**config.mk**
```make
export PLATFORM = sky130hd
export DESIGN_NAME = gm64_reset_seq
export DESIGN_NICKNAME = d
export VERILOG_FILES = /design/src/rtl/gm64_reset_seq_pkg.sv /design/src/rtl/gm64_debounce.sv /design/src/rtl/gm64_reset_seq.sv
export SDC_FILE = /design/constraint.sdc
export NUM_CORES = 1
export LEC_CHECK = 0
export CORE_AREA = 4 4 80 82
export DETAILED_ROUTE_END_ITERATION = 12
export DIE_AREA = 0 0 84 86
export HOLD_SLACK_MARGIN = 0.03
export PLACE_DENSITY_LB_ADDON = 0.05
export SYNTH_ARGS = -nofsm -noshare
export SYNTH_HDL_FRONTEND = slang
export SYNTH_HIERARCHICAL = 1
export SYNTH_SLANG_ARGS = --single-unit
```
**constraint.sdc**
```tcl
create_clock -name clk -period 5.5 [get_ports clk]
set_input_delay 0.825 -clock clk [delete_from_list [all_inputs] [get_ports clk]]
set_output_delay 0.825 -clock clk [all_outputs]
set_load 0.005 [all_outputs]
```
**src/rtl/gm64_reset_seq_pkg.sv**
```systemverilog
// Shared definitions for the gm64 reset sequencer: FSM state encodings,
// debug counter width and the saturating increment used for lock-loss events.
package gm64_reset_seq_pkg;

    localparam int unsigned STATE_W    = 2;
    localparam int unsigned LOCK_CNT_W = 8;

    typedef enum logic [STATE_W-1:0] {
        ST_ASSERT  = 2'd0,
        ST_RELEASE = 2'd1,
        ST_RUN     = 2'd2
    } seq_state_e;

    function automatic logic [LOCK_CNT_W-1:0] sat_inc(input logic [LOCK_CNT_W-1:0] v);
        return (v == '1) ? v : v + LOCK_CNT_W'(1);
    endfunction

endpackage

```
**src/rtl/gm64_debounce.sv**
```systemverilog
// Two-flop synchroniser plus stability counter for an active-low push button.
// The accepted level only flips after DEB_CYCLES consecutive differing samples.
module gm64_debounce #(
    parameter int unsigned DEB_CYCLES = 100000
) (
    input  logic clk,
    input  logic reset,
    input  logic din,
    output logic dout
);

    localparam int unsigned    CNT_W    = (DEB_CYCLES > 1) ? $clog2(DEB_CYCLES) : 1;
    localparam logic [CNT_W-1:0] CNT_LAST = CNT_W'(DEB_CYCLES - 1);

    logic             r_sync1;
    logic             r_sync2;
    logic             r_level;
    logic [CNT_W-1:0] r_cnt;

    // Sync flops and accepted level reset to the idle (released) button level
    always_ff @(posedge clk or negedge reset) begin
        if (!reset) begin
            r_sync1 <= 1'b1;
            r_sync2 <= 1'b1;
            r_level <= 1'b1;
            r_cnt   <= '0;
        end else begin
            r_sync1 <= din;
            r_sync2 <= r_sync1;
            if (r_sync2 == r_level) begin
                r_cnt <= '0;
            end else if (r_cnt == CNT_LAST) begin
                r_level <= r_sync2;
                r_cnt   <= '0;
            end else begin
                r_cnt <= r_cnt + CNT_W'(1);
            end
        end
    end

    assign dout = r_level;

endmodule

```
**src/rtl/gm64_reset_seq.sv**
```systemverilog
// Board reset sequencer: merges config reset, button, PLL lock and software
// request, then releases NUM_CH active-low resets one stage apart.
module gm64_reset_seq
    import gm64_reset_seq_pkg::*;
#(
    parameter int unsigned NUM_CH       = 3,
    parameter int unsigned DEB_CYCLES   = 100000,
    parameter int unsigned HOLD_CYCLES  = 1024,
    parameter int unsigned STAGE_CYCLES = 256
) (
    input  logic                  clk,
    input  logic                  reset,
    input  logic                  fpga_but1,
    input  logic                  pll_locked,
    input  logic                  sw_reset_req,
    output logic [NUM_CH-1:0]     rst_n,
    output logic                  rst_active,
    output logic [STATE_W-1:0]    seq_state,
    output logic [LOCK_CNT_W-1:0] lock_loss_cnt
);

    localparam int unsigned      HOLD_W     = (HOLD_CYCLES > 1) ? $clog2(HOLD_CYCLES) : 1;
    localparam int unsigned      STAGE_W    = (STAGE_CYCLES > 1) ? $clog2(STAGE_CYCLES) : 1;
    localparam logic [HOLD_W-1:0]  HOLD_LAST  = HOLD_W'(HOLD_CYCLES - 1);
    localparam logic [STAGE_W-1:0] STAGE_LAST = STAGE_W'(STAGE_CYCLES - 1);

    logic                  r_lock_s1;
    logic                  r_lock_s;
    seq_state_e            r_state;
    logic [NUM_CH-1:0]     r_rst_n;
    logic [HOLD_W-1:0]     r_hold_cnt;
    logic [STAGE_W-1:0]    r_stage_cnt;
    logic [LOCK_CNT_W-1:0] r_lock_loss_cnt;

    logic                  w_btn_level;
    logic                  w_trigger;
    logic [NUM_CH-1:0]     w_rst_shift;
    seq_state_e            w_state_nxt;
    logic [NUM_CH-1:0]     w_rst_n_nxt;
    logic [HOLD_W-1:0]     w_hold_nxt;
    logic [STAGE_W-1:0]    w_stage_nxt;
    logic [LOCK_CNT_W-1:0] w_lock_cnt_nxt;

    gm64_debounce #(
        .DEB_CYCLES (DEB_CYCLES)
    ) u_btn_deb (
        .clk   (clk),
        .reset (reset),
        .din   (fpga_but1),
        .dout  (w_btn_level)
    );

    assign w_trigger   = ~w_btn_level | ~r_lock_s | sw_reset_req;
    // Release order is a thermometer code, so the next channel is a left shift
    assign w_rst_shift = (r_rst_n << 1) | NUM_CH'(1);

    always_ff @(posedge clk or negedge reset) begin
        if (!reset) begin
            r_lock_s1       <= 1'b0;
            r_lock_s        <= 1'b0;
            r_state         <= ST_ASSERT;
            r_rst_n         <= '0;
            r_hold_cnt      <= '0;
            r_stage_cnt     <= '0;
            r_lock_loss_cnt <= '0;
        end else begin
            r_lock_s1       <= pll_locked;
            r_lock_s        <= r_lock_s1;
            r_state         <= w_state_nxt;
            r_rst_n         <= w_rst_n_nxt;
            r_hold_cnt      <= w_hold_nxt;
            r_stage_cnt     <= w_stage_nxt;
            r_lock_loss_cnt <= w_lock_cnt_nxt;
        end
    end

    always_comb begin
        w_state_nxt    = r_state;
        w_rst_n_nxt    = r_rst_n;
        w_hold_nxt     = r_hold_cnt;
        w_stage_nxt    = r_stage_cnt;
        w_lock_cnt_nxt = r_lock_loss_cnt;

        case (r_state)
            ST_ASSERT: begin
                w_rst_n_nxt = '0;
                if (w_trigger) begin
                    w_hold_nxt = '0;
                end else if (r_hold_cnt == HOLD_LAST) begin
                    w_rst_n_nxt = NUM_CH'(1);
                    w_stage_nxt = '0;
                    w_hold_nxt  = '0;
                    w_state_nxt = (NUM_CH == 1) ? ST_RUN : ST_RELEASE;
                end else begin
                    w_hold_nxt = r_hold_cnt + HOLD_W'(1);
                end
            end
            ST_RELEASE, ST_RUN: begin
                if (w_trigger) begin
                    // Abort: only a lost lock is counted, however many triggers coincide
                    w_rst_n_nxt = '0;
                    w_hold_nxt  = '0;
                    w_state_nxt = ST_ASSERT;
                    if (!r_lock_s) begin
                        w_lock_cnt_nxt = sat_inc(r_lock_loss_cnt);
                    end
                end else if (r_state == ST_RUN) begin
                    w_rst_n_nxt = '1;
                end else if (r_stage_cnt == STAGE_LAST) begin
                    w_rst_n_nxt = w_rst_shift;
                    w_stage_nxt = '0;
                    if (&w_rst_shift) begin
                        w_state_nxt = ST_RUN;
                    end
                end else begin
                    w_stage_nxt = r_stage_cnt + STAGE_W'(1);
                end
            end
            default: begin
                w_state_nxt = ST_ASSERT;
                w_rst_n_nxt = '0;
                w_hold_nxt  = '0;
            end
        endcase
    end

    assign rst_n         = r_rst_n;
    assign rst_active    = ~&r_rst_n;
    assign seq_state     = r_state;
    assign lock_loss_cnt = r_lock_loss_cnt;

endmodule

```
==> flow_summary.yaml, run 1 <==
clocking:
  clk_pin_slew_ns: 0.10
  clk_latency_ns: 0.31
  holdBufCountCts: 0
  root_buffer: "clkbuf_8"
  cts_sinks: 53
  cts_resized: 0
  htreeDepth: 2
  cts_buffers: 5
  cts_tree: "built"
  clk_path_buf_depth: 2
  postCtsSetupRepairBufs: 0
critical_path:
  critPathMaxFanout: 5
  path_class: "in -> reg"
  crit_arrival_ns: 2.57
  reg2regPathDepth: 6
  end_kind: "flop"
  cp.required_ns: 5.73
  worst_setup_path_start_kind: "input pin"
floorplan:
  rows: 28
  die_h_um: 86
  core_area_mm2: 0.00575
  initial_core_util_pct: 48.0
  io_pins: 19
  die_width_um: 84
  dieArea_mm2: 0.00722
route:
  drtIter0Drc: 98
  wl_per_cell_um: 14.5
  drc: 0
  drt-total-wl_um: 5310
  dr.pass1.iters: 4
  ant_nets: 0
  drt-vias-per-instance: 5.69
  num_vias: 2078
grt:
  grt_pass1_vias: 1947
  grt_usage_pct: 15.5
  grt_first_pass_wirelength_um: 9160
  grt_overflow_total: 0
  grt_max_degree: 54
  antenna_found_initial: 0
synth:
  synth_area_mm2: 0.00276
  syn_avg_cell_area_um2: 10.3
  synth-edff-count: 0
  ys_ff_latch: 53
  ys_types: 53
  synth_fp_nets: 279
  synth_common_cells: "50 x dfrtp_1, 26 x nor2_1, 21 x xnor2_1"
  yosysWarnings: 6
  synth.most_common_cell: "dfrtp_1"
  syn_inst: 267
  synth-seq-area-share_pct: 48.2
  ys_top_cells_by_area: "dfrtp_1 45%, xnor2_1 6.7%, nor2_1 3.5%"
  synth_top_flop_cell: "dfrtp_1"
  synth_top_area_share_pct: 45.4
  async_reset_ff_share_pct: 100
  synth_top_area_cell: "dfrtp_1"
timing:
  finalHoldViolations: 0
  fin_skew_ns: 0.00757
  min_period_ns: 2.34
  worst_slew_margin_rel_pct: 55.8
  setup-violations-final: 0
  clock.fmax_ghz: 0.427
  final_max_slew_viol_count: 0
  rsz0062_at_grt: "false"
  hold_ws_ns: 0.361
  finalCritPeriodShare_pct: 42.6
  fin_tns_setup_ns: 0
  worst_pin_slew_ns: 0.662
power_and_ir_drop:
  powerDensity_mw_per_mm2: 221
  ir_worst_vdd_uv: 139
  p_leak_nw: 1.25
hold_path:
  holdPathStages: 0
  hp-class: "reg -> reg"
final_layout:
  fin_area_mm2: 0.00313
  syn2layout_area_growth_pct: 13.3
  drive_above_1_share_pct: 10.0
  antennaDiodeCount: 0
  fillCellCount: 527
  final-seq-area_mm2: 0.00133
  final_nets: 301
  multi_input_area_mm2: 0.00137
placement:
  placed_cell_area_mm2: 0.00301
  io_buffers: 18
  dp_hpwl_um: 3690
  gp_congestion: 0.777
run_status:
  outcome: "completed"
flow_run:
  cap_violations: 0
==> worst max-delay path, stage by stage <==
cell             delay [ns]
clkdlybuf4s50_1        0.45
nand3b_2               0.31
a211oi_1               0.53
nand3_1                0.25
o2bb2ai_1              0.20
==> state kept, by name, indices dropped and copies added, names as in the netlist <==
signal,count
u_btn_deb/r_cnt,17
r_hold_cnt,10
lock_loss_cnt,8
r_stage_cnt,8
rst_n,3
seq_state,2
r_lock_s,1
r_lock_s1,1
u_btn_deb/dout,1
u_btn_deb/r_sync1,1
u_btn_deb/r_sync2,1
==> worst paths after layout <==
kind,end,slack (ns),start
min in group asynchronous,r_stage_cnt[6]$_DFFE_PN0P_,0.62,reset
max reg2reg,rst_n[0]$_DFFE_PN0P_,3.21,seq_state[0]$_DFFE_PN0P_
min reg2reg,r_lock_s$_DFF_PN0_,0.36,r_lock_s1$_DFF_PN0_
max,r_stage_cnt[3]$_DFFE_PN0P_,3.16,sw_reset_req
max in group asynchronous,u_btn_deb/r_cnt[1]$_DFF_PN0_,4.43,reset
min,r_lock_s$_DFF_PN0_,0.36,r_lock_s1$_DFF_PN0_
==> area by class of cell <==
type | instances | share of cell area, %
timing repair buffer | 19 | 5.84
clock inverter | 3 | 1.52
tap | 75 | 3.00
sequential | 53 | 42.6
inverter | 8 | 0.961
clock buffer | 5 | 2.20
multi-input combinational | 202 | 43.9
==> routing by layer <==
layer  GRT usage (%)  vias to the layer above  wire length [um]  share of wire (%)
li1                -                     1034                 -                  -
met2            25.7                       48              2550                 48
met4            5.12                        0                47               0.89
met5               0                        -                 0                  0
met3            3.07                        6               213                4.0
met1            20.6                      990              2490                 47
==> power breakdown <==
part           switching, mW  internal [mW]  leakage (nW)
Clock                  0.138          0.139        0.0591
Combinational         0.0119        0.00560         0.495
Sequential           0.00312          0.393         0.697
==> cell families (layout without fill, tap and decap cells) <==
logic type | Yosys count | after routing | synth area share (%)
flops | 53 | 53 | 48.2
mux | 2 | 2 | 0.816
buf+inv | 12 | 35 | 2.04
fa+ha+maj | 7 | 7 | 3.17
xor+xnor | 27 | 27 | 8.57
compound gates | 47 | 47 | 13.6
simple gates | 119 | 119 | 23.6
==> placed cells by master (no fill, tap or decap), types with 3 or more instances in the layout <==
cell type        count
nand3_1             18
o211ai_1             3
a31oi_1              3
dfstp_2              3
and3_1               5
and4_1               3
xnor2_1             21
o41ai_1              3
clkbuf_8             5
nor3_1               6
clkdlybuf4s50_1     17
o21ai_0             15
xor2_1               6
nand4_1             11
dfrtp_1             50
nor4_1               6
nand2_1             20
nand2b_1             5
ha_1                 7
inv_1                8
nor2_1              26
==> stage by stage <==
step | total power, mW | util, % | cells | worst slack, ns
CTS | 0.703 | 54.4 | 365 | 3.16
detailed placement | 0.423 | 52.4 | 357 | 2.81
finish | 0.691 | 54.4 | 365 | 3.16
floorplan | 0.411 | - | 267 | 3.41
global placement | 0.422 | 52.4 | 357 | 2.87
global route | 0.719 | 54.4 | 365 | 3.00
Note: power is estimated with default switching activity, not from simulation.
==> inputs of run 2 (changes only) <==
==> constraint.sdc (replaced) <==
create_clock -name clk -period 2 [get_ports clk]
set_input_delay 0.3 -clock clk [delete_from_list [all_inputs] [get_ports clk]]
set_output_delay 0.3 -clock clk [all_outputs]
set_load 0.005 [all_outputs]
==> run 2 against run 1 <==
  * Wire length increased by 2.0%
  * Power grew to 2.5 times the previous value
  * Highest routed layer unchanged
  * Sequential cell count unchanged
  * Register-to-register slack got worse by 3.1 ns
  * Final cell count up 4.7%
  * Final area is 3.9% higher
  * Largest power group unchanged
  * Clock skew is 0.0031 ns higher
  * Via count up 2.3%
  * Worst setup slack lost 3.0 ns
  * Clock power is 120% higher
  * Hold slack worse by 0.0042 ns
  * Sequential share of layout area fell by 1.6 points
  * Critical endpoint is now u_btn_deb/r_cnt[13]$_DFF_PN0_
==> flow_summary.yaml, run 2 (synthesis gave the netlist of run 1 again) <==
run_status:
  outcome: "completed"
power_and_ir_drop:
  p_leak_nw: 1.32
  powerDensity_mw_per_mm2: 539
  ir_worst_vdd_uv: 344
timing:
  setup_ws_ns: 0.120
  worst_pin_slew_ns: 0.411
  min_period_ns: 1.88
  fin_skew_ns: 0.0106
  setup-violations-final: 0
  final_max_slew_viol_count: 0
  rsz0062_at_grt: "false"
  worst_slew_margin_rel_pct: 72.5
  finalHoldViolations: 0
  finalCritPeriodShare_pct: 94.0
  clock.fmax_ghz: 0.532
route:
  ant_nets: 0
  drc: 0
  drt-vias-per-instance: 5.56
  num_vias: 2125
  drtIter0Drc: 113
  wl_per_cell_um: 14.2
  drt-total-wl_um: 5410
  dr.pass1.iters: 4
grt:
  antenna_found_initial: 0
  grt_first_pass_wirelength_um: 9430
  grt_usage_pct: 15.8
  grt_overflow_total: 0
  grt_pass1_vias: 2024
  grt_max_degree: 54
final_layout:
  final_common_cell: "dfrtp_1"
  fin_area_mm2: 0.00325
  top_register: "u_btn_deb/r_cnt"
  final_nets: 318
  drive_above_1_share_pct: 14.7
  mostFrequentLayoutCells: "50 x dfrtp_1, 26 x nor2_1, 21 x xnor2_1"
  fillCellCount: 517
  finalCoreUtilization_pct: 56.5
  syn2layout_area_growth_pct: 17.7
  reg.largest.list: "u_btn_deb/r_cnt (17), r_hold_cnt (10)"
  antennaDiodeCount: 0
  largest_register_ffs: 17
clocking:
  cts_sinks: 53
  clk_pin_slew_ns: 0.09
  clk_latency_ns: 0.31
  cts_tree: "built"
  postCtsSetupRepairBufs: 0
  htreeDepth: 2
  clk_path_buf_depth: 2
  root_buffer: "clkbuf_8"
  cts_buffers: 5
critical_path:
  end_kind: "flop"
  crit_chain: "or4b_1 -> nor4_2 -> a41o_4 -> nor2_1"
  critical_path.top_delay_family: "simple AND/OR/NAND/NOR gates"
  crit_buf_inv: 0
  critPathMaxFanout: 16
  slowest_delay_ns: 0.55
  crit_arrival_ns: 2.07
  worst_setup_path_start_kind: "flop"
  cp.required_ns: 2.19
  path_class: "reg -> reg"
  cp_slowest_cell: "or4b_1"
placement:
  dp_hpwl_um: 3790
  placed_cell_area_mm2: 0.00314
  io_buffers: 18
  gp_congestion: 0.800
  dp_slack_ns: -0.0794
floorplan:
  rows: 28
  io_pins: 19
  dieArea_mm2: 0.00722
  core_area_mm2: 0.00575
  die_width_um: 84
  initial_core_util_pct: 48.0
  die_h_um: 86
hold_path:
  hp-class: "reg -> reg"
flow_run:
  cap_violations: 0
==> run 2: cell types whose count changed in the layout (fill, tap and decap cells not counted) <==
cell | previous run | this run
buf_12 | 0 | 1
a41o_2 | 1 | 0
clkinv_2 | 0 | 2
bufinv_16 | 1 | 0
inv_6 | 2 | 0
a41o_4 | 0 | 1
dlygate4sd3_1 | 0 | 1
buf_4 | 1 | 16
clkinvlp_4 | 0 | 1
==> run 2: area by class of cell <==
type	count	area [um^2]	area share, %
inverters	8	30.0	0.924
clock inverters	3	17.5	0.539
repair buffers	36	325	10.0
multi-input cells	202	1380	42.6
clock buffers	5	68.8	2.12
well taps	75	93.8	2.89
flip-flops and latches	53	1330	40.9
==> run 2: stage by stage <==
| step | power, mW | TNS, ns | instances | hold WS (ns) |
|---|---|---|---|---|
| after global routing | 1.82 | 0 | 382 | 0.365 |
| after CTS | 1.78 | 0 | 382 | 0.358 |
| after global placement | 1.17 | -0.0575 | 373 | 0.319 |
| final | 1.75 | 0 | 382 | 0.357 |
| after floorplan | 1.13 | 0 | 267 | 0.00441 |
| after detailed placement | 1.17 | -0.276 | 373 | 0.315 |
==> run 2: metal layers <==
metal / part of all wire [%] / vias to the layer above / wire (um) / GRT usage, %
met2: 47 / 37 / 2570 / 26.0
met3: 2.9 / 8 / 156 / 2.98
met5: 0 / - / 0 / 0
li1: - / 1068 / - / -
met4: 1.5 / 0 / 80 / 5.12
met1: 48 / 1012 / 2610 / 21.1
==> run 2: path summary, 6_finish.rpt <==
path,startpoint,to,slack (ns),cells after the start
min in group asynchronous,reset,r_stage_cnt[5]$_DFFE_PN0P_,0.50,3
min reg2reg,r_lock_s1$_DFF_PN0_,r_lock_s$_DFF_PN0_,0.36,0
min,r_lock_s1$_DFF_PN0_,r_lock_s$_DFF_PN0_,0.36,0
max reg2reg,u_btn_deb/r_cnt[12]$_DFF_PN0_,u_btn_deb/r_cnt[13]$_DFF_PN0_,0.12,4
max in group asynchronous,reset,u_btn_deb/dout$_DFFE_PN1P_,1.20,3
max,u_btn_deb/r_cnt[12]$_DFF_PN0_,u_btn_deb/r_cnt[13]$_DFF_PN0_,0.12,4
==> run 2: what timing repair did <==
item	4_1_cts	5_1_grt
hold endpoints to repair	50	0
gates resized for setup	0	1
hold buffers	1	0
setup endpoints to repair	0	16
==> run 2: power by group <==
group	leakage (nW)	internal [mW]	switching, mW
clock network	0.0439	0.243	0.361
registers	0.697	1.08	0.00866
logic	0.582	0.0217	0.0343
total	1.32	1.35	0.404
==> inputs of run 3 (changes only) <==
--- a/config.mk
+++ b/config.mk
@@ -8,6 +8,7 @@
 export CORE_AREA = 4 4 80 82
 export DETAILED_ROUTE_END_ITERATION = 12
 export DIE_AREA = 0 0 84 86
+export DONT_BUFFER_PORTS = 1
 export HOLD_SLACK_MARGIN = 0.03
 export PLACE_DENSITY_LB_ADDON = 0.05
 export SYNTH_ARGS = -nofsm -noshare
==> run 3 against run 2 <==
  * Clock power grew 47%
  * Clock skew increased by 0.0039 ns
  * Sequential power hardly changed
  * Critical path depth stayed put
  * Final cell count is 5.8% lower
  * First-iteration DRC count unchanged
  * Power increased by 16%
  * Register-to-register slack is essentially flat
  * Via count fell by 5.1%
  * Sequential cell count did not move
  * Sequential share of layout area grew 2.0 points
  * Largest cell class unchanged
==> flow_summary.yaml, run 3 (synthesis gave the netlist of run 1 again) <==
timing:
  min_period_ns: 1.88
  fin_tns_setup_ns: 0
  rsz0062_at_grt: "false"
  final_max_slew_viol_count: 0
  fin_skew_ns: 0.0145
  clock.fmax_ghz: 0.533
  setup_ws_ns: 0.124
  setup-violations-final: 0
  worst_pin_slew_ns: 0.438
  finalCritPeriodShare_pct: 93.8
  worst_slew_margin_rel_pct: 70.7
  finalHoldViolations: 0
final_layout:
  reg.largest.list: "u_btn_deb/r_cnt (17), r_hold_cnt (10)"
  finalNonFillerCells: 360
  largest_register_ffs: 17
  top_register: "u_btn_deb/r_cnt"
  syn2layout_area_growth_pct: 12.2
  final_common_cell: "dfrtp_1"
  antennaDiodeCount: 0
  drive_above_1_share_pct: 13.3
  mostFrequentLayoutCells: "50 x dfrtp_1, 26 x nor2_1, 21 x xnor2_1"
  final_nets: 296
grt:
  antenna_found_initial: 0
  grt_usage_pct: 15.4
  grt_pass1_vias: 1933
  grt_first_pass_wirelength_um: 9100
  grt_max_degree: 54
  grt_overflow_total: 0
clocking:
  root_buffer: "clkbuf_8"
  clk_latency_ns: 0.31
  clk_path_buf_depth: 2
  cts_buffers: 5
  htreeDepth: 2
  cts_tree: "built"
  clk_pin_slew_ns: 0.11
  cts_sinks: 53
route:
  drtIter0Drc: 113
  wl_per_cell_um: 14.7
  ant_nets: 0
  num_vias: 2016
  drc: 0
  dr.pass1.iters: 4
  drt-total-wl_um: 5270
  drt-vias-per-instance: 5.60
floorplan:
  die_width_um: 84
  io_pins: 19
  initial_core_util_pct: 48.0
  core_area_mm2: 0.00575
  die_h_um: 86
  rows: 28
  dieArea_mm2: 0.00722
critical_path:
  path_class: "reg -> reg"
  critPathMaxFanout: 16
  crit_chain: "or4b_1 -> nor4_2 -> a41o_2 -> nor2_1"
  slowest_delay_ns: 0.55
  crit_arrival_ns: 2.06
  crit_buf_inv: 0
  critical_path.top_delay_family: "simple AND/OR/NAND/NOR gates"
  end_kind: "flop"
  cp.required_ns: 2.19
  worst_setup_path_start_kind: "flop"
  cp_slowest_cell: "or4b_1"
power_and_ir_drop:
  powerDensity_mw_per_mm2: 655
  ir_worst_vdd_uv: 411
  p_leak_nw: 1.26
  power_mw: 2.03
placement:
  io_buffers: 0
  dpl.cell_count: 348
  dp_slack_ns: 0.116
  gp_congestion: 0.830
  dp_hpwl_um: 3670
hold_path:
  hp-class: "in -> reg"
run_status:
  outcome: "completed"
flow_run:
  cap_violations: 0
## run 3: path summary, 6_finish.rpt
kind | start | end | slack [ns] | depth (start not counted)
setup / recovery | u_btn_deb/r_cnt[13]$_DFF_PN0_ | u_btn_deb/r_cnt[15]$_DFF_PN0_ | 0.12 | 4
hold / removal | sw_reset_req | seq_state[0]$_DFFE_PN0P_ | 0.29 | 2
setup reg to reg | u_btn_deb/r_cnt[13]$_DFF_PN0_ | u_btn_deb/r_cnt[15]$_DFF_PN0_ | 0.12 | 4
hold reg to reg | u_btn_deb/r_sync1$_DFF_PN1_ | u_btn_deb/r_sync2$_DFF_PN1_ | 0.37 | 0
max in group asynchronous | reset | u_btn_deb/r_sync2$_DFF_PN1_ | 1.21 | 2
min in group asynchronous | reset | rst_n[2]$_DFFE_PN0P_ | 0.49 | 2
## run 3: metal layers
layer  up-vias  share of wire [%]  global-route usage [%]  wire length [um]
met1       949                 49                    20.8              2580
met2        31                 46                    25.0              2440
met5         -                  0                       0                 0
li1       1030                  -                       -                 -
met4         0                1.3                    5.26                70
met3         6                3.5                    3.07               184
## run 3: power by group
| part | switching (mW) | internal (mW) |
|---|---|---|
| registers | 0.00892 | 1.08 |
| clock network | 0.382 | 0.504 |
| logic | 0.0331 | 0.0180 |
| total | 0.424 | 1.60 |
## run 3: stage by stage
stage,area (um^2),util [%],hold WS [ns]
after detailed placement,2900,50.5,0.00590
after global routing,3100,53.9,0.304
final,3100,53.9,0.291
after CTS,3100,53.9,0.286
after global placement,2900,50.5,0.00590
after floorplan,2760,-,0.00441
## run 3: worst register-to-register path, cell delays in order (launching register included)
cell and delay, ns:
dfrtp_1 0.43, or4b_1 0.55, nor4_2 0.27, a41o_2 0.42, nor2_1 0.09
## run 3: area by class of cell
class,count,area [um^2]
inverters,8,30.0
repair buffers,14,133
fillers,507,2650
clock inverters,3,68.8
flip-flops and latches,53,1330
clock buffers,5,68.8
well taps,75,93.8
multi-input cells,202,1370
## run 3: repair_timing
| item | CTS | global route |
|---|---|---|
| setup buffers | 0 | 0 |
| hold endpoints to repair | 55 | 0 |
| resized for setup | 0 | 0 |
| hold buffers | 4 | 0 |
